--- config.mk ---
export PLATFORM = sky130hd
export DESIGN_NAME = alu
export DESIGN_NICKNAME = d
export VERILOG_FILES = /design/src/rtl/alu.sv
export SDC_FILE = /design/constraint.sdc
export NUM_CORES = 1
export LEC_CHECK = 0
export ABC_AREA = 1
export CORE_MARGIN = 2
export CORE_UTILIZATION = 35
export DETAILED_ROUTE_END_ITERATION = 8
export GPL_TIMING_DRIVEN = 0
export PLACE_DENSITY = 0.67
export SLEW_MARGIN = 20
export SYNTH_ARGS = -nofsm -noshare
export SYNTH_HDL_FRONTEND = slang
export SYNTH_SLANG_ARGS = --single-unit
--- constraint.sdc ---
create_clock -name vclk -period 4.1
set_input_delay 1.025 -clock vclk [all_inputs]
set_output_delay 1.025 -clock vclk [all_outputs]
set_load 0.005 [all_outputs]
--- src/rtl/alu.sv ---
// MIPS execute-stage ALU: AND/OR/ADD/SUB/unsigned SLT with Zero and signed Overflow flags.
// Define ALU_STATUS_REG_EN to build the registered status block (aluout_q, zero_q, ovf_sticky).
module alu #(
    parameter int WIDTH = 32
) (
    input  logic             clk,
    input  logic             reset,
    input  logic [3:0]       alucontrol,
    input  logic [WIDTH-1:0] ALU_operand_1,
    input  logic [WIDTH-1:0] ALU_operand_2,
    output logic [WIDTH-1:0] aluout,
    output logic             Zero,
    output logic             Overflow,
    output logic [WIDTH-1:0] aluout_q,
    output logic             zero_q,
    output logic             ovf_sticky
);

    localparam logic [3:0] OP_AND = 4'b0000;
    localparam logic [3:0] OP_OR  = 4'b0001;
    localparam logic [3:0] OP_ADD = 4'b0010;
    localparam logic [3:0] OP_SUB = 4'b0110;
    localparam logic [3:0] OP_SLT = 4'b0111;

    logic [WIDTH-1:0] sum_s;
    logic [WIDTH-1:0] diff_s;
    logic             a_msb_s;
    logic             b_msb_s;

    assign sum_s   = ALU_operand_1 + ALU_operand_2;
    assign diff_s  = ALU_operand_1 - ALU_operand_2;
    assign a_msb_s = ALU_operand_1[WIDTH-1];
    assign b_msb_s = ALU_operand_2[WIDTH-1];

    // Result, zero and overflow selection for the current operation
    always_comb begin
        aluout   = {WIDTH{1'b0}};
        Zero     = (ALU_operand_1 == ALU_operand_2);
        Overflow = 1'b0;
        case (alucontrol)
            OP_AND: aluout = ALU_operand_1 & ALU_operand_2;
            OP_OR:  aluout = ALU_operand_1 | ALU_operand_2;
            OP_ADD: begin
                aluout   = sum_s;
                // ADD reports on the wrapped sum rather than operand equality
                Zero     = (sum_s == {WIDTH{1'b0}});
                Overflow = (a_msb_s == b_msb_s) && (sum_s[WIDTH-1] != a_msb_s);
            end
            OP_SUB: begin
                aluout   = diff_s;
                Overflow = (a_msb_s != b_msb_s) && (diff_s[WIDTH-1] != a_msb_s);
            end
            OP_SLT: begin
                if (ALU_operand_1 < ALU_operand_2) begin
                    aluout = {{(WIDTH-1){1'b0}}, 1'b1};
                end else begin
                    aluout = {WIDTH{1'b0}};
                end
            end
            default: aluout = {WIDTH{1'b0}};
        endcase
    end

`ifdef ALU_STATUS_REG_EN
    logic [WIDTH-1:0] aluout_r;
    logic             zero_r;
    logic             ovf_sticky_r;

    // Status capture; the overflow flag only ever sets until the next reset
    always_ff @(posedge clk or posedge reset) begin
        if (reset) begin
            aluout_r     <= {WIDTH{1'b0}};
            zero_r       <= 1'b0;
            ovf_sticky_r <= 1'b0;
        end else begin
            aluout_r     <= aluout;
            zero_r       <= Zero;
            ovf_sticky_r <= ovf_sticky_r | Overflow;
        end
    end

    assign aluout_q   = aluout_r;
    assign zero_q     = zero_r;
    assign ovf_sticky = ovf_sticky_r;
`else
    assign aluout_q   = {WIDTH{1'b0}};
    assign zero_q     = 1'b0;
    assign ovf_sticky = 1'b0;
`endif

endmodule

==> impl_metrics.tcl, run 1 <==
set metrics [dict create \
    run_status "complete, but fails checks" \
    failed_checks "setup timing" \
    design.seq.count 0 \
    synth.mux.area_fraction_pct 0 \
    fp.dieH_um 139 \
    setup_viol 1 \
    worstHoldPathCells 5 \
    achievable-frequency_mhz 243 \
    synth_simple_gate_area_share_pct 43.2 \
    totalPowerFinal_mw 1.58 \
    synth-compound-area-share_pct 14.8 \
    ctsHoldBuffers 0 \
    worstSetupEndpointType "output pin" \
    syn_area_um2 6420 \
    holdPathEnd "aluout[18]" \
    grt_max_degree 11 \
    cell_with_the_largest_stage_delay_on_the_worst_path "sky130_fd_sc_hd__fa_2" \
    worst_ir_drop_vdd_v 0.0000674 \
    final.hold.worst_slack_ps 2570 \
    antennaDiodeCount 0 \
    io-pin-count 138 \
    crit_buf_inv 2 \
    critPathTopFamily "simple AND/OR/NAND/NOR gates" \
    drt-vias-per-instance 5.16 \
    yosys.area_share.xor_xnor_pct 0.955 \
    detail-route-antenna-nets 0 \
    detailed_place.area_um2 7850 \
    io_buffers 102 \
    ff_latch_area_um2 0 \
    max_cap_viol_count 0 \
    total_leakage_power_nw 5.56 \
    rows 49 \
    cp_max_fo 4 \
    power-per-cell-area_nw_per_um2 146 \
    grt_antenna_before_repair 0 \
    syn_to_final_growth_pct 68.8 \
    final_cell_area_um2 10800 \
    setup_repair_after_global_routing_missed_its_margin "yes" \
    cp_common_cell "sky130_fd_sc_hd__nand2_2" \
    dp_hpwl_um 22800 \
    slew_viol_final 0 \
    gp_congestion 1.04 \
    synthesis.instances 1237 \
    crit_path_max_incr_delay_ps 390 \
    first_iter_violations 678 \
    die_area_um2 19400 \
    drc 0 \
    initial_core_util_pct 35.7 \
    hold_start "ALU_operand_1[18]" \
    post-place-cells 1601 \
    final.min_clock_period_ps 4120 \
    ys_seq_area_share_pct 0 \
    worst_hold_path_type "in2out" \
    layoutNonFillerInstCount 1701 \
    via_count_of_the_first_global_routing_pass 8290 \
    finalWirelength_um 29900 \
    post-route-period-util_pct 100 \
    grt_usage_pct 28.4 \
    critical_path_cell_list "buf_8 > ha_4 > fa_2 > nand2_2 > nand2_4 > nand3_4 > nand2_4 > nand2_2 > nand2_2 > nand2_2 > nand2_1 > nand2_1 > nand2_2 > nor2_2 > nand2_1 > nor2_1 > nand3_2 > nand2_2 > buf_2" \
    worst_ep_arrival_time_ps 3090 \
    synth_top_family_by_area "simple AND/OR/NAND/NOR gates" \
    die-width_um 139 \
    route.vias.total 8776 \
    wl_per_cell_um 17.6 \
    grt_pass1_wl_um 44200 \
    report.final.hold_viol_count 0 \
    crit_required_ps 3070 \
    share_of_final_layout_standard_cells_stronger_than_drive_strength_1_pct 48.0 \
    overall_overflow_remaining_after_global_route 0 \
    length_of_the_first_detailed_routing_pass_in_iterations 5 \
    layout.nets 1646 \
    finish.utilization_pct 60.3 \
    worstSetupStartpointType "primary input" \
    layout.clock_buffers 0 \
    yosysWarnings 0 \
    worstSetupPathType "in2out" \
    core_um2 18000 \
    synth_area_per_cell_um2 5.19 \
    yosys.area_share.adder_pct 20.1 \
    post_route_worst_setup_slack_ps -19.8 \
    yosys.cell_types.count 50 \
]
kinds of logic after synthesis:
family,after synthesis
AO/OA/AOI/OAI,155
AND/OR/NAND/NOR,660
buffers and inverters,312
other,1
adder cells (fa/ha/maj),102
XOR/XNOR,7
power by group:
part / internal, mW / switching [mW] / total [mW]
clock network: 0 / 0 / 0
registers: 0 / 0 / 0
logic: 0.646 / 0.936 / 1.58
total: 0.646 / 0.936 / 1.58
how the worst max path moves through the flow:
| stage | start | to | slack (ps) | cells past startpoint |
|---|---|---|---|---|
| 2_1_floorplan | ALU_operand_1[0] | aluout[26] | 380 | 17 |
| 3_3_place_gp | ALU_operand_1[0] | aluout[30] | -1330 | 15 |
| 3_5_place_dp | ALU_operand_1[0] | aluout[30] | -1270 | 15 |
| 4_1_cts | ALU_operand_2[0] | Zero | -80 | 17 |
| 5_1_grt | ALU_operand_1[29] | Zero | -140 | 18 |
| 6_report | ALU_operand_2[0] | Zero | -20 | 19 |
synth_stat cells (3+ instances only):
library cell / n / share of area (%)
sky130_fd_sc_hd__nor2_2: 5 / 0.49
sky130_fd_sc_hd__xor2_1: 6 / 0.82
sky130_fd_sc_hd__nor3_1: 18 / 1.4
sky130_fd_sc_hd__buf_2: 12 / 0.94
sky130_fd_sc_hd__or2_2: 4 / 0.39
sky130_fd_sc_hd__clkbuf_1: 9 / 0.53
sky130_fd_sc_hd__o221ai_1: 4 / 0.55
sky130_fd_sc_hd__nor2_1: 117 / 6.8
sky130_fd_sc_hd__nand3_1: 99 / 7.7
sky130_fd_sc_hd__o21ai_0: 35 / 2.7
sky130_fd_sc_hd__a21oi_1: 63 / 4.9
sky130_fd_sc_hd__o2111ai_1: 9 / 1.2
sky130_fd_sc_hd__ha_1: 100 / 19
sky130_fd_sc_hd__o21a_1: 4 / 0.47
sky130_fd_sc_hd__a21o_1: 4 / 0.47
sky130_fd_sc_hd__nand2_2: 6 / 0.58
sky130_fd_sc_hd__nand2_1: 373 / 22
sky130_fd_sc_hd__and2_1: 5 / 0.49
sky130_fd_sc_hd__a21oi_2: 3 / 0.41
sky130_fd_sc_hd__a21boi_0: 3 / 0.35
sky130_fd_sc_hd__o21bai_1: 8 / 0.94
sky130_fd_sc_hd__inv_1: 249 / 15
sky130_fd_sc_hd__nor4_1: 4 / 0.39
sky130_fd_sc_hd__nand4_1: 16 / 1.6
sky130_fd_sc_hd__nand3b_1: 7 / 0.82
sky130_fd_sc_hd__buf_4: 37 / 4.3
sky130_fd_sc_hd__o22ai_1: 10 / 0.97
placed cells by master, fill, tap and decap left out, drive strengths merged, types with 5 or more instances in the layout:
master / n
a21o: 5
a21oi: 66
and2: 5
buf: 190
clkbuf: 32
clkdlybuf4s15: 17
clkdlybuf4s50: 7
clkinvlp: 5
conb: 34
dlygate4sd2: 10
dlymetal6s2s: 6
ha: 100
inv: 246
nand2: 379
nand3: 100
nand3b: 7
nand4: 16
nor2: 122
nor3: 19
o2111ai: 9
o21ai: 38
o21bai: 9
o22ai: 10
or2: 6
xor2: 6
metal layers:
| layer | global-route usage (%) | vias to the layer above | share of wire, % |
|---|---|---|---|
| met5 | 0 | - | 0 |
| met4 | 13.2 | 0 | 5.2 |
| met3 | 0.964 | 80 | 6.7 |
| met2 | 48.6 | 407 | 47 |
| met1 | 36.9 | 4004 | 41 |
| li1 | - | 4285 | - |
final cells by class:
cell class,count,area (µm²)
Buffer,51,439
Fill cell,1723,7130
Inverter,252,1000
Multi-Input combinational cell,958,7410
Tap cell,229,287
Timing Repair Buffer,211,1690
what timing repair did:
item / in CTS / in global routing
resized for setup: 741 / 254
cloned: 1 / 0
setup buffers: 83 / 26
endpoints found under the setup margin: 34 / 32
pin swaps: 162 / 134
per-stage QoR:
stage | worst slack [ps] | TNS, ps
2_1_floorplan | 381 | 0
3_3_place_gp | -1330 | -31110
3_5_place_dp | -1270 | -31050
4_1_cts | -84.9 | -301
5_1_grt | -140 | -688
6_report | -19.8 | -19.8
worst min-delay path, cell delays in order:
cell	delay (ps)
sky130_fd_sc_hd__clkbuf_2	120
sky130_fd_sc_hd__ha_1	170
sky130_fd_sc_hd__nand2_1	60
sky130_fd_sc_hd__nand4_1	70
sky130_fd_sc_hd__buf_2	110
No activity file was read; power rests on OpenSTA's default activity.
==> run 2: changes to the inputs <==
--- a/config.mk
+++ b/config.mk
@@ -9,7 +9,7 @@
 export CORE_MARGIN = 2
 export CORE_UTILIZATION = 35
 export DETAILED_ROUTE_END_ITERATION = 8
-export GPL_TIMING_DRIVEN = 0
+export GPL_TIMING_DRIVEN = 1
 export PLACE_DENSITY = 0.67
 export SLEW_MARGIN = 20
 export SYNTH_ARGS = -nofsm -noshare
==> run 2 against run 1 <==
  * The run still ends with setup timing left
  * Fmax is 0.71% lower
  * Cell count is 15% higher
  * Core utilization is 12 points higher
  * Non-clock buffer count is 259 higher
  * Critical path depth stayed put
  * Count of clock-buffer cells in the layout stayed put
  * Total power is 25% higher
  * Die area stayed put
  * Sequential share of layout area stayed put
  * First-iteration DRC count is 13% higher
  * Combinational power is 25% higher
  * Global-route usage is 2.9 points higher
  * Critical path type unchanged
  * Critical endpoint is now aluout[26]
  * Largest cell class unchanged
==> impl_metrics.tcl, run 2 (synthesized netlist as in run 1, its figures left out) <==
set metrics [dict create \
    net-switching-power_mw 1.05 \
    worstSetupPathType "in2out" \
    netSwitchingFraction_pct 53.1 \
    run_status "complete, but fails checks" \
    overall_overflow_remaining_after_global_route 0 \
    part_of_the_power_in_the_clock_network_pct 0 \
    grt_max_degree 33 \
    grt_usage_pct 31.3 \
    first_iter_violations 763 \
    layout_common_cells "371 x sky130_fd_sc_hd__buf_4, 221 x sky130_fd_sc_hd__nand2_1, 133 x sky130_fd_sc_hd__inv_1" \
    fillerInstances 1456 \
    initial_core_util_pct 35.7 \
    wl_per_cell_um 17.4 \
    layout.clock_buffers 0 \
    grt_antenna_before_repair 0 \
    cp_max_fo 3 \
    post_route_worst_setup_slack_ps -49.2 \
    worstSetupEndpointType "output pin" \
    setup_viol 5 \
    syn_to_final_growth_pct 103 \
    worst_ep_arrival_time_ps 3120 \
    total_leakage_power_nw 6.79 \
    worst_hold_path_type "in2out" \
    failed_checks "setup timing" \
    commonest_non_fill_non_tap_cell_in_the_layout "sky130_fd_sc_hd__buf_4" \
    worstSetupStartpointType "primary input" \
    seq_power_share_pct 0 \
    power_report.internal_total_uw 923 \
    rows 49 \
    final.hold.worst_slack_ps 2560 \
    gp_congestion 1.00 \
    report.final.hold_viol_count 0 \
    slew_viol_final 0 \
    detail-route-antenna-nets 0 \
    crit_required_ps 3070 \
    drc 0 \
    worstHoldPathCells 5 \
    final.min_clock_period_ps 4150 \
    via_count_of_the_first_global_routing_pass 9521 \
    share_of_final_layout_standard_cells_stronger_than_drive_strength_1_pct 60.3 \
    combinationalPowerShare_pct 100.0 \
    fp.dieH_um 139 \
    ctsHoldBuffers 0 \
    die_area_um2 19400 \
    layoutNonFillerInstCount 1960 \
    io-pin-count 138 \
    ff_latch_area_um2 0 \
    multiInputGateArea_um2 7690 \
    finalWirelength_um 34100 \
    die-width_um 139 \
    achievable-frequency_mhz 241 \
    layout.nets 1905 \
    dp_hpwl_um 25300 \
    drt-vias-per-instance 5.10 \
    grt_pass1_wl_um 48800 \
    power-per-cell-area_nw_per_um2 151 \
    totalPowerFinal_mw 1.97 \
    design.seq.count 0 \
    setup_repair_after_global_routing_missed_its_margin "yes" \
    post-place-cells 1888 \
    core_um2 18000 \
    route.vias.total 10000 \
    worst_ir_drop_vdd_v 0.0000823 \
    length_of_the_first_detailed_routing_pass_in_iterations 5 \
    io_buffers 102 \
    antennaDiodeCount 0 \
    max_cap_viol_count 0 \
    post-route-period-util_pct 101 \
]
run 2: cell count changes in the layout (fill, tap and decap cells not counted), sizes merged:
cell           delta
clkinvlp          -5
buf             +264
clkdlybuf4s15     -4
dlymetal6s2s      -5
inv               +5
dlygate4sd2       +4
run 2: timing repair:
| item | CTS | global route |
|---|---|---|
| setup buffers | 45 | 29 |
| endpoints found under the setup margin | 34 | 32 |
| pin swaps | 159 | 173 |
| resized for setup | 676 | 379 |
run 2: stage by stage:
stage / setup TNS (ps) / util (%) / worst slack (ps) / cell area (µm²)
after floorplan: 0 / - / 381 / 6540
after global placement: -25470 / 56.3 / -1150 / 10100
after detailed placement: -25990 / 56.3 / -1130 / 10100
after CTS: -489 / 66.3 / -123 / 11900
after global routing: -1110 / 72.6 / -120 / 13000
final: -151 / 72.6 / -49.2 / 13000
run 2: layout make-up:
cell class,count,area share (%)
inverter,252,7.38
multi-input combinational,958,59.0
tap,229,2.20
timing repair buffer,521,31.4
run 2: routing by layer:
layer / global-route usage (%) / share of wire [%] / up-vias
met5: 0 / 0 / -
met4: 15.2 / 5.9 / 0
met3: 1.48 / 6.0 / 145
met2: 54.6 / 48 / 463
met1: 39.5 / 40 / 4596
li1: - / - / 4796
run 2: critical path: stages:
cell and delay (ps):
sky130_fd_sc_hd__buf_8 100, sky130_fd_sc_hd__buf_6 110, sky130_fd_sc_hd__ha_4 150, sky130_fd_sc_hd__fa_2 360
sky130_fd_sc_hd__inv_2 90, sky130_fd_sc_hd__nand2_4 60, sky130_fd_sc_hd__a21oi_4 250, sky130_fd_sc_hd__a21boi_4 120
sky130_fd_sc_hd__inv_2 80, sky130_fd_sc_hd__nand2_2 50, sky130_fd_sc_hd__nand2_2 80, sky130_fd_sc_hd__nand2_2 70
sky130_fd_sc_hd__nand2_4 100, sky130_fd_sc_hd__nand2_4 70, sky130_fd_sc_hd__nand2_2 50, sky130_fd_sc_hd__nand2_1 50
sky130_fd_sc_hd__nand3_2 50, sky130_fd_sc_hd__nand3b_1 90, sky130_fd_sc_hd__buf_2 140
run 2: worst paths after layout:
path,startpoint,slack [ps],endpoint
worst max-delay path,ALU_operand_2[0],-50,aluout[26]
worst min-delay path,ALU_operand_2[6],2560,aluout[6]
run 2: power groups by stage:
stage                     sequential (mW)  combinational (mW)  clock, mW
final                                   0                1.97          0
after global routing                    0                2.09          0
after CTS                               0                1.68          0
after detailed placement                0                1.37          0
after global placement                  0                1.37          0
after floorplan                         0               0.619          0
==> run 3: changes to the inputs <==
--- a/config.mk
+++ b/config.mk
@@ -6,11 +6,13 @@
 export NUM_CORES = 1
 export LEC_CHECK = 0
 export ABC_AREA = 1
+export CELL_PAD_IN_SITES_DETAIL_PLACEMENT = 0
+export CELL_PAD_IN_SITES_GLOBAL_PLACEMENT = 1
 export CORE_MARGIN = 2
 export CORE_UTILIZATION = 35
 export DETAILED_ROUTE_END_ITERATION = 8
 export GPL_TIMING_DRIVEN = 1
-export PLACE_DENSITY = 0.67
+export PLACE_DENSITY = 0.92
 export SLEW_MARGIN = 20
 export SYNTH_ARGS = -nofsm -noshare
 export SYNTH_HDL_FRONTEND = slang
==> run 3 against run 2 <==
  * The run still ends with setup timing left
  * Routed wire length is 0.63% higher
  * Non-clock buffer count is 35 lower
  * Via count is 5.2% higher
  * Die area stayed put
  * Global-route usage is 2.5 points lower
  * Hold slack hardly changed
  * Core utilization is 3.7 points lower
  * Combinational power is 5% lower
  * Total power is 4.7% lower
  * Critical endpoint is now aluout[30]
  * Largest cell class unchanged
==> impl_metrics.tcl, run 3 (synthesized netlist as in run 1, its figures left out) <==
set metrics [dict create \
    run_status "complete, but fails checks" \
    failed_checks "setup timing" \
    gp_congestion 1.08 \
    pre_cts_slack_ps -1030 \
    hold_start "ALU_operand_1[8]" \
    syn_to_final_growth_pct 92.9 \
    post-route-period-util_pct 110 \
    crit_required_ps 3070 \
    worstSetupPathType "in2out" \
    overall_overflow_remaining_after_global_route 0 \
    grt_max_degree 20 \
    commonest_non_fill_non_tap_cell_in_the_layout "sky130_fd_sc_hd__buf_4" \
    layoutNonFillerInstCount 1925 \
    worstSetupStartpointType "primary input" \
    post_route_worst_setup_slack_ps -407 \
    layout.clock_buffers 0 \
    fin_tns_setup_ps -1830 \
    post-place-cells 1866 \
    design.seq.count 0 \
    io_buffers 102 \
    final_cell_area_um2 12400 \
    die_area_um2 19400 \
    worstSetupEndpointType "output pin" \
    seq_power_share_pct 0 \
    ff_latch_area_um2 0 \
    rows 49 \
    power_report.internal_total_uw 846 \
    via_count_of_the_first_global_routing_pass 9565 \
    total_leakage_power_nw 6.52 \
    combinationalPowerShare_pct 100.0 \
    max_cap_viol_count 0 \
    die-width_um 139 \
    drc 0 \
    net-switching-power_mw 1.03 \
    setup_viol 18 \
    slew_viol_final 0 \
    worst_slew_pin_slew_ps 493 \
    grt_antenna_before_repair 0 \
    power-per-cell-area_nw_per_um2 152 \
    layout.nets 1870 \
    crit_path_start "ALU_operand_1[13]" \
    fp.dieH_um 139 \
    worst_ep_arrival_time_ps 3480 \
    io-pin-count 138 \
    detailed_place.area_um2 9960 \
    grt_usage_pct 28.8 \
    layout_common_cells "333 x sky130_fd_sc_hd__buf_4, 237 x sky130_fd_sc_hd__nand2_1, 160 x sky130_fd_sc_hd__inv_1" \
    netSwitchingFraction_pct 54.9 \
    ctsHoldBuffers 0 \
    setup_repair_after_global_routing_missed_its_margin "yes" \
    report.final.hold_viol_count 0 \
    max_slew_margin_pct 66.8 \
    core_um2 18000 \
    finish.utilization_pct 68.9 \
    cp_max_fo 5 \
    initial_core_util_pct 35.7 \
    share_of_final_layout_standard_cells_stronger_than_drive_strength_1_pct 55.0 \
    dp_hpwl_um 22400 \
    part_of_the_power_in_the_clock_network_pct 0 \
    detail-route-antenna-nets 0 \
    worst_ir_drop_vdd_v 0.0000648 \
    final.min_clock_period_ps 4510 \
    drt-vias-per-instance 5.46 \
    first_iter_violations 1176 \
    antennaDiodeCount 0 \
    worst_hold_path_type "in2out" \
    route.vias.total 10500 \
    grt_pass1_wl_um 46300 \
    length_of_the_first_detailed_routing_pass_in_iterations 6 \
    achievable-frequency_mhz 222 \
    finalWirelength_um 34300 \
    wl_per_cell_um 17.8 \
]
==> run 3: through the flow <==
stage	hold slack [ps]	total power, mW
after detailed placement	3260	1.31
after CTS	2700	1.56
final	2560	1.88
after global placement	3250	1.29
after global routing	2610	1.97
after floorplan	2190	0.619
==> run 3: cell type report <==
type | instances | area [µm²]
multi-input cells | 958 | 7280
fillers | 1336 | 5580
repair buffers | 486 | 3850
inverters | 252 | 967
well taps | 229 | 287
==> run 3: power by group through the flow <==
stage               clock, mW  combinational [mW]  sequential [mW]
floorplan                   0               0.619                0
global placement            0                1.29                0
detailed placement          0                1.31                0
CTS                         0                1.56                0
global route                0                1.97                0
finish                      0                1.88                0
==> run 3: final timing paths <==
check / endpoint / slack [ps] / cells after the start
setup / recovery: aluout[30] / -410 / 18
hold / removal: aluout[8] / 2560 / 5
==> run 3: what timing repair did <==
item	in CTS	in global routing
gates resized for setup	616	301
setup buffers	36	24
pin swaps	150	137
setup endpoints to repair	34	32
==> run 3: critical path: stages <==
cell                       delay [ps]
sky130_fd_sc_hd__clkbuf_2         100
sky130_fd_sc_hd__inv_2             50
sky130_fd_sc_hd__ha_4             250
sky130_fd_sc_hd__buf_6            140
sky130_fd_sc_hd__buf_4            130
sky130_fd_sc_hd__nor2_1           130
sky130_fd_sc_hd__buf_4            170
sky130_fd_sc_hd__nand2_1          110
sky130_fd_sc_hd__inv_1            150
sky130_fd_sc_hd__nand2_1          230
sky130_fd_sc_hd__o21ai_4          310
sky130_fd_sc_hd__buf_6            170
sky130_fd_sc_hd__nand3_2           60
sky130_fd_sc_hd__nand2_2          100
sky130_fd_sc_hd__a21oi_2           60
sky130_fd_sc_hd__o21ai_1           70
sky130_fd_sc_hd__nand3_1           90
sky130_fd_sc_hd__buf_2            130
==> run 3: metal layers <==
layer / GRT usage [%] / up-vias / wire length (µm) / part of all wire (%)
li1: - / 4726 / - / -
met4: 12.5 / 0 / 2990 / 8.7
met5: 0 / - / 0 / 0
met3: 2.92 / 262 / 3670 / 11
met1: 36.1 / 4745 / 12300 / 36
met2: 50.1 / 784 / 15400 / 45
